===== src/rtl/iic_byte_master.sv =====
`default_nettype none
`timescale 1ns/1ps
// ============================================================================
// Module   : iic_byte_master
// Purpose  : Single-byte IIC master. It issues one register write
//            (dev+W, reg, data) or one register read (dev+W, reg,
//            repeated START, dev+R, data, master NACK), then STOP.
//            Every bit is four quarters of CLK_DIV clk cycles.
// Ports    : clk, rst_n           - clock, async active-low reset
//            iicwr_req/iicrd_req - level requests, held until iic_ack
//            iic_addr, iic_wrdb  - register address / write byte
//            iic_rddb            - last read byte (held between reads)
//            iic_ack, iic_err    - one-cycle completion / slave-NACK pulses
//            scl, sda_oe, sda_i  - bus clock, SDA pull-low enable, SDA level
// Revision : 1.0 - initial release
// ============================================================================
module iic_byte_master #(
  parameter int         CLK_DIV  = 250,
  parameter logic [6:0] DEV_ADDR = 7'h1E
) (
  input  logic       clk,
  input  logic       rst_n,
  input  logic       iicwr_req,
  input  logic       iicrd_req,
  input  logic [7:0] iic_addr,
  input  logic [7:0] iic_wrdb,
  output logic [7:0] iic_rddb,
  output logic       iic_ack,
  output logic       iic_err,
  output logic       scl,
  output logic       sda_oe,
  input  logic       sda_i
);

  localparam int             DIV_W    = (CLK_DIV > 1) ? $clog2(CLK_DIV) : 1;
  localparam logic [DIV_W-1:0] DIV_LAST = DIV_W'(CLK_DIV - 1);

  typedef enum logic [3:0] {
    IDLE   = 4'd0,
    START  = 4'd1,
    TXBYTE = 4'd2,
    RXACK  = 4'd3,
    RSTART = 4'd4,
    RXBYTE = 4'd5,
    TXNACK = 4'd6,
    STOP   = 4'd7,
    DONE   = 4'd8
  } state_t;

  state_t           state_q, state_d;
  logic [DIV_W-1:0] div_q, div_d;
  logic [1:0]       qtr_q, qtr_d;
  logic [2:0]       bit_q, bit_d;
  logic [1:0]       byte_q, byte_d;     // which transmitted byte of the frame
  logic             is_rd_q, is_rd_d;
  logic [7:0]       addr_q, addr_d;
  logic [7:0]       wdata_q, wdata_d;
  logic [7:0]       shreg_q, shreg_d;
  logic             err_q, err_d;       // sticky NACK flag for this transfer
  logic             armed_q, armed_d;
  logic             ack_q, ack_d;
  logic             errp_q, errp_d;
  logic [7:0]       rddb_q, rddb_d;

  logic       qtr_end;
  logic       sample;
  logic       bit_end;
  logic [7:0] tx_byte;

  assign qtr_end = (div_q == DIV_LAST);
  assign sample  = qtr_end && (qtr_q == 2'd2);
  assign bit_end = qtr_end && (qtr_q == 2'd3);

  always_comb begin
    case (byte_q)
      2'd0:    tx_byte = {DEV_ADDR, 1'b0};
      2'd1:    tx_byte = addr_q;
      default: tx_byte = is_rd_q ? {DEV_ADDR, 1'b1} : wdata_q;
    endcase
  end

  // State register
  always_ff @(posedge clk or negedge rst_n) begin
    if (!rst_n) begin
      state_q <= IDLE;
      div_q   <= '0;
      qtr_q   <= 2'd0;
      bit_q   <= 3'd0;
      byte_q  <= 2'd0;
      is_rd_q <= 1'b0;
      addr_q  <= 8'h00;
      wdata_q <= 8'h00;
      shreg_q <= 8'h00;
      err_q   <= 1'b0;
      armed_q <= 1'b1;
      ack_q   <= 1'b0;
      errp_q  <= 1'b0;
      rddb_q  <= 8'h00;
    end else begin
      state_q <= state_d;
      div_q   <= div_d;
      qtr_q   <= qtr_d;
      bit_q   <= bit_d;
      byte_q  <= byte_d;
      is_rd_q <= is_rd_d;
      addr_q  <= addr_d;
      wdata_q <= wdata_d;
      shreg_q <= shreg_d;
      err_q   <= err_d;
      armed_q <= armed_d;
      ack_q   <= ack_d;
      errp_q  <= errp_d;
      rddb_q  <= rddb_d;
    end
  end

  // Next-state logic
  always_comb begin
    state_d = state_q;
    div_d   = '0;
    qtr_d   = 2'd0;
    bit_d   = bit_q;
    byte_d  = byte_q;
    is_rd_d = is_rd_q;
    addr_d  = addr_q;
    wdata_d = wdata_q;
    shreg_d = shreg_q;
    err_d   = err_q;
    armed_d = armed_q;
    ack_d   = 1'b0;
    errp_d  = 1'b0;
    rddb_d  = rddb_q;

    // Quarter/bit timebase runs only while a transfer is on the bus; it wraps
    // to zero exactly on bit_end, so each new state starts at Q0.
    if (state_q != IDLE && state_q != DONE) begin
      div_d = qtr_end ? '0 : div_q + DIV_W'(1);
      qtr_d = qtr_end ? qtr_q + 2'd1 : qtr_q;
    end

    case (state_q)
      IDLE: begin
        if (!armed_q) begin
          if (!iicwr_req && !iicrd_req) armed_d = 1'b1;
        end else if (iicwr_req || iicrd_req) begin
          is_rd_d = !iicwr_req;           // write wins when both are high
          addr_d  = iic_addr;
          wdata_d = iic_wrdb;
          err_d   = 1'b0;
          state_d = START;
        end
      end
      START: if (bit_end) begin
        state_d = TXBYTE;
        byte_d  = 2'd0;
        bit_d   = 3'd7;
      end
      TXBYTE: if (bit_end) begin
        if (bit_q == 3'd0) state_d = RXACK;
        else               bit_d   = bit_q - 3'd1;
      end
      RXACK: begin
        if (sample && sda_i) err_d = 1'b1;
        if (bit_end) begin
          bit_d = 3'd7;
          case (byte_q)
            2'd0: begin
              byte_d  = 2'd1;
              state_d = TXBYTE;
            end
            2'd1: begin
              byte_d  = 2'd2;
              state_d = is_rd_q ? RSTART : TXBYTE;
            end
            default: state_d = is_rd_q ? RXBYTE : STOP;
          endcase
        end
      end
      RSTART: if (bit_end) begin
        state_d = TXBYTE;
        bit_d   = 3'd7;
      end
      RXBYTE: begin
        if (sample) shreg_d = {shreg_q[6:0], sda_i};
        if (bit_end) begin
          if (bit_q == 3'd0) state_d = TXNACK;
          else               bit_d   = bit_q - 3'd1;
        end
      end
      TXNACK: if (bit_end) state_d = STOP;
      STOP:   if (bit_end) state_d = DONE;
      DONE: begin
        ack_d   = 1'b1;
        errp_d  = err_q;
        if (is_rd_q) rddb_d = shreg_q;
        armed_d = 1'b0;
        state_d = IDLE;
      end
      default: state_d = IDLE;
    endcase
  end

  // Bus drive. START/RSTART/STOP raise SCL one quarter early (Q1) so that the
  // SDA edge at Q2 lands while SCL is already stable high.
  always_comb begin
    scl    = 1'b1;
    sda_oe = 1'b0;
    case (state_q)
      START, RSTART: begin
        scl    = (qtr_q != 2'd0);
        sda_oe = qtr_q[1];
      end
      STOP: begin
        scl    = (qtr_q != 2'd0);
        sda_oe = !qtr_q[1];
      end
      TXBYTE: begin
        scl    = qtr_q[1];
        sda_oe = !tx_byte[bit_q];
      end
      RXACK, RXBYTE, TXNACK: scl = qtr_q[1];
      default: begin
        scl    = 1'b1;
        sda_oe = 1'b0;
      end
    endcase
  end

  assign iic_ack  = ack_q;
  assign iic_err  = errp_q;
  assign iic_rddb = rddb_q;

endmodule
`default_nettype wire


===== config.mk =====
export PLATFORM = sky130hd
export DESIGN_NAME = iic_byte_master
export DESIGN_NICKNAME = d
export VERILOG_FILES = /design/src/rtl/iic_byte_master.sv
export SDC_FILE = /design/constraint.sdc
export NUM_CORES = 1
export LEC_CHECK = 0
export CORE_MARGIN = 3
export CORE_UTILIZATION = 56
export CTS_BUF_LIST = sky130_fd_sc_hd__clkbuf_8 sky130_fd_sc_hd__clkbuf_16
export DETAILED_ROUTE_END_ITERATION = 12
export PLACE_DENSITY = 0.8
export SETUP_SLACK_MARGIN = 0.2
export SYNTH_ARGS = -nofsm -noshare
export SYNTH_HDL_FRONTEND = slang
export SYNTH_SLANG_ARGS = --single-unit
export TNS_END_PERCENT = 1

===== constraint.sdc =====
create_clock -name clk -period 2.6 [get_ports clk]
set_input_delay 0.78 -clock clk [delete_from_list [all_inputs] [get_ports clk]]
set_output_delay 0.78 -clock clk [all_outputs]
set_load 0.005 [all_outputs]

======== After elaboration in Yosys (flattened, before gate mapping) ========
Index checks and enable logic that the tools add are counted.
Widths: inputs -> output; s select.
word-level totals
  input port bits ......................... 21
  logic and storage cells ................. 120
  register bits ........................... 56
cells by class
  eq/ne operators ......................... 30
  reductions and logical operators ........ 31
  add/subtract/negate cells ............... 3
  $lt $le $gt $ge ......................... 1
  multiplexer cells ....................... 41
operators with widths
  kind                 count
  $mux 4               10
  $pmux 4 s7           1
  $ne 2x2->1 const B   13
  $mux 8               3
  $eq 4x3->1 const B   4
  $pmux 8 s2           1
  $mux 3               4
  $pmux 3 s2           2
  $reduce_and 4->1     3
  $mux 2               5
  $reduce_and 10->1    1
  $reduce_bool 2->1    5
  $add 8x1->8 const B  1
  $eq 4x2->1 const B   2
  $eq 8x8->1 const B   1
  $mux 1               8
  $pmux 2 s2           2
  $ne 2x1->1 const B   3
  $pmux 1 s2           3
  $reduce_or 3->1      2
  $logic_and 1x1->1    5
  $eq 2x2->1 const B   2
  $eq 4x1->1 const B   1
  $eq 4x4->1 const B   1
  18 further kinds     23

======== Logic depth before layout (Yosys ltp) ========
  depth after elaboration ................. 6
  depth in mapped cells ................... 7

======== Worst setup path before layout ========
No wires, ideal clock.
  path type ............................... register -> output
  start point ............................. reg is_rd_q
  end point ............................... out sda_oe
  setup slack ............................. 0.413 ns
  cell stages (with the launch flop) ...... 6
  arrival ................................. 1.407 ns
  cells stage by stage .................... dfrtp_1 clkbuf_1 nand2b_1 mux4_2 o2111ai_1 o221ai_1
on the way
  cells in the longest elaborated chain, start to end .. 6
RTL lines
  element                       RTL line  text
  from (decl)                   55        logic is_rd_q, is_rd_d;
  from (signal assigned)        105       is_rd_q <= is_rd_d;
  $mux 8                        78        default: tx_byte = is_rd_q ? {DEV_ADDR, 1'b1} : wdata_q;
  $pmux 8 s2                    75        case (byte_q)
  $bmux 1 s3                    219       sda_oe = !tx_byte[bit_q];
  $mux 1 (not written as such)  219
  $logic_not 1->1               219
  $pmux 1 s3                    208       case (state_q)
  to (decl)                     31        output logic sda_oe,
Every way passes these cells. The select of a mux whose other input is x is not followed.

======== Final worst setup path ========
Ends and elaborated chain as after synthesis.

==> impl_metrics.json <==
{
  "vias": 2055,
  "critPathLaunch": "is_rd_q",
  "clockPowerShare_pct": 33.8,
  "hold_ws_ns": 0.507,
  "min_path_type": "reg2reg",
  "drive_gt1_share_pct": 29.4,
  "dieArea_sq_um": 6030,
  "gp_congestion": 0.819,
  "crit_arrival_ns": 1.84,
  "drc": 0,
  "peakVddDrop_mv": 0.416,
  "portBuffers": 32,
  "min_period_over_period_pct": 101,
  "layout.nets": 330,
  "ctsHoldBuffers": 0,
  "hold_viol_final": 0,
  "cp-start-kind": "flip-flop",
  "fmax_ghz": 0.382,
  "crit_required_ns": 1.82,
  "min_period_ns": 2.62,
  "cts.sinks": 56,
  "core_area_sq_um": 4850,
  "antenna_found_initial": 0,
  "seq_area_frac_synth_pct": 48.8,
  "netlist_area_sq_um": 2870,
  "switchingPower_uw": 302,
  "cts_buffer_depth": 2,
  "synth_area_leaders": "dfrtp_1 (48%), mux2_2 (12%), nor2_1 (3.1%), ha_1 (3.0%), o21ai_0 (2.1%)",
  "violations": "setup timing",
  "power_density_nw_per_um2": 396,
  "min_from": "div_q[0]",
  "grt_pass1_wl_mm": 10.3,
  "seqPwrFrac_pct": 62.7,
  "utilization_pct": 72.4,
  "clkLatencyLatePin_ns": 0.31,
  "slew_violations": 0,
  "yosysUniqueCellTypes": 52,
  "hold_depth": 1,
  "grt_usage_pct": 21.3,
  "die_x_um": 77.6,
  "syn_nets": 284,
  "ys.flop_type": "dfrtp_1",
  "first_pass_iters": 4,
  "clk_pin_slew_ns": 0.10,
  "synthCells": 256,
  "grt_overflow_total": 0,
  "cts_tree": "yes",
  "tightestPinTransition_ns": 0.669,
  "yosysMostFrequentCell": "dfrtp_1",
  "area_growth_pct": 22.1,
  "fill_cells": 356,
  "worstSetupEndpointType": "primary output",
  "yosysWarnings": 0,
  "ios": 33,
  "rsz0062_at_grt": "true",
  "synth.largest_area_cell": "dfrtp_1",
  "diodes": 0,
  "power_frac_comb_pct": 3.5,
  "p_leak_nw": 1.58,
  "cts_made_buffers": 5,
  "post_drt_wl_per_cell_um": 15.9,
  "setup_viol_count_final": 1,
  "routed_wl_mm": 5.87,
  "synth_edf_count": 0,
  "syn_area_per_cell_sq_um": 11.2,
  "critPathKind": "reg2out",
  "grt_pass1_vias": 2153,
  "rows": 25,
  "fin_ws_ns": -0.0208,
  "p_int_mw": 1.09,
  "ant_nets": 0,
  "swShare_pct": 21.7,
  "grt_max_degree": 57,
  "synth.ff_latch_count": 56,
  "synth.top_cell.area_share_pct": 47.9,
  "fin_setup_tns_ns": -0.0208,
  "dpl.hpwl_mm": 4.13,
  "synth_common_cells": "dfrtp_1 (55), mux2_2 (30), nor2_1 (24)",
  "die_h_um": 77.6,
  "min_to": "div_q[0]",
  "rr_endpoint": "bit_q[2]",
  "root_buffer": "clkbuf_8",
  "drtIter0Drc": 108,
  "via_per_inst": 5.55,
  "synthArstFlopShare_pct": 100,
  "clock_skew_ns": 0.0112,
  "r2r_start": "bit_q[1]",
  "slew_headroom_pct": 55.4,
  "initial_utilization_pct": 59.3,
  "finalPower_mw": 1.39,
  "drv_cap": 0,
  "cts_max_level": 2,
  "r2r_slack_ns": 0.66,
  "reg2regPathDepth": 7,
  "cp_max_fo": 6,
  "status": "finished with violations"
}
[critical path: stages (launching register included)]
cell	delay [ns]
dfrtp_2	0.45
nand2b_4	0.14
mux4_2	0.49
o2111ai_2	0.20
o221ai_2	0.11
buf_2	0.13
[cells in the final DEF, fill, tap and decap left out, types with 3 or more instances in the layout]
cell type,instances
nand3_1,3
nor3b_1,3
a21oi_1,9
nand2b_1,3
a31oi_1,8
ha_1,7
nor2_1,24
o21ai_0,10
buf_4,18
clkbuf_8,5
dfrtp_2,3
clkdlybuf4s50_1,29
dfrtp_1,52
mux2i_1,3
mux2_2,30
xor2_1,5
xnor2_1,4
nor3_1,4
nand2_1,14
buf_2,3
inv_1,12
[power by group through the flow]
stage	clock network (mW)	registers [mW]	logic, mW
2_1_floorplan	0	0.889	0.00165
3_3_place_gp	0	0.889	0.0496
3_5_place_dp	0	0.889	0.0499
4_1_cts	0.483	0.872	0.0501
5_1_grt	0.522	0.872	0.0535
6_report	0.470	0.872	0.0480
[how the worst max path moves through the flow]
stage,end,depth (start not counted)
CTS,sda_oe,5
global placement,sda_oe,5
finish,sda_oe,5
floorplan,sda_oe,5
global route,sda_oe,5
detailed placement,sda_oe,5
[layer usage]
layer	share of wire, %	up-vias	GRT usage, %
met5	0	-	0
met4	1.5	0	6.41
met3	3.2	8	3.94
met2	51	35	36.3
met1	44	1004	27.6
li1	-	1008	-
[stage by stage]
step           cells  cell area (sq um)  setup slack [ns]
3_5_place_dp     361               3370           -0.0716
5_1_grt          370               3510           -0.0997
2_1_floorplan    256               2870             0.413
4_1_cts          370               3470           -0.0111
6_report         370               3510           -0.0208
3_3_place_gp     361               3370           -0.0414
[cell families after synthesis]
group / synth area share (%)
and+or+nand+nor: 16.0
DFF: 48.8
AOI/OAI and AO/OA: 10.8
muxes: 14.4
buffers and inverters: 3.88
xor gates and xnor gates: 3.05
adders and majority gates: 3.05
[registers in the layout (all words and copies together) (netlist names), 2 cells and up]
name / flops
qtr_q: 2
wdata_q: 8
addr_q: 8
bit_q: 3
div_q: 8
iic_rddb: 8
state_q: 4
shreg_q: 8
byte_q: 2
[final cells by class]
type	count	area, sq um	share of cell area, %
Clock inverter	3	17.5	0.499
Sequential cell	56	1410	40.1
Timing Repair Buffer	52	472	13.4
Clock buffer	5	68.8	1.96
Multi-Input combinational cell	174	1410	40.2
Tap cell	67	83.8	2.39
Inverter	13	48.8	1.39
[timing repair]
action | CTS | global route
pin swaps | 2 | 5
setup buffers | 1 | 0
endpoints found under the setup margin | 2 | 2
gates resized for setup | 16 | 7
No activity file was read; power rests on OpenSTA's default activity.
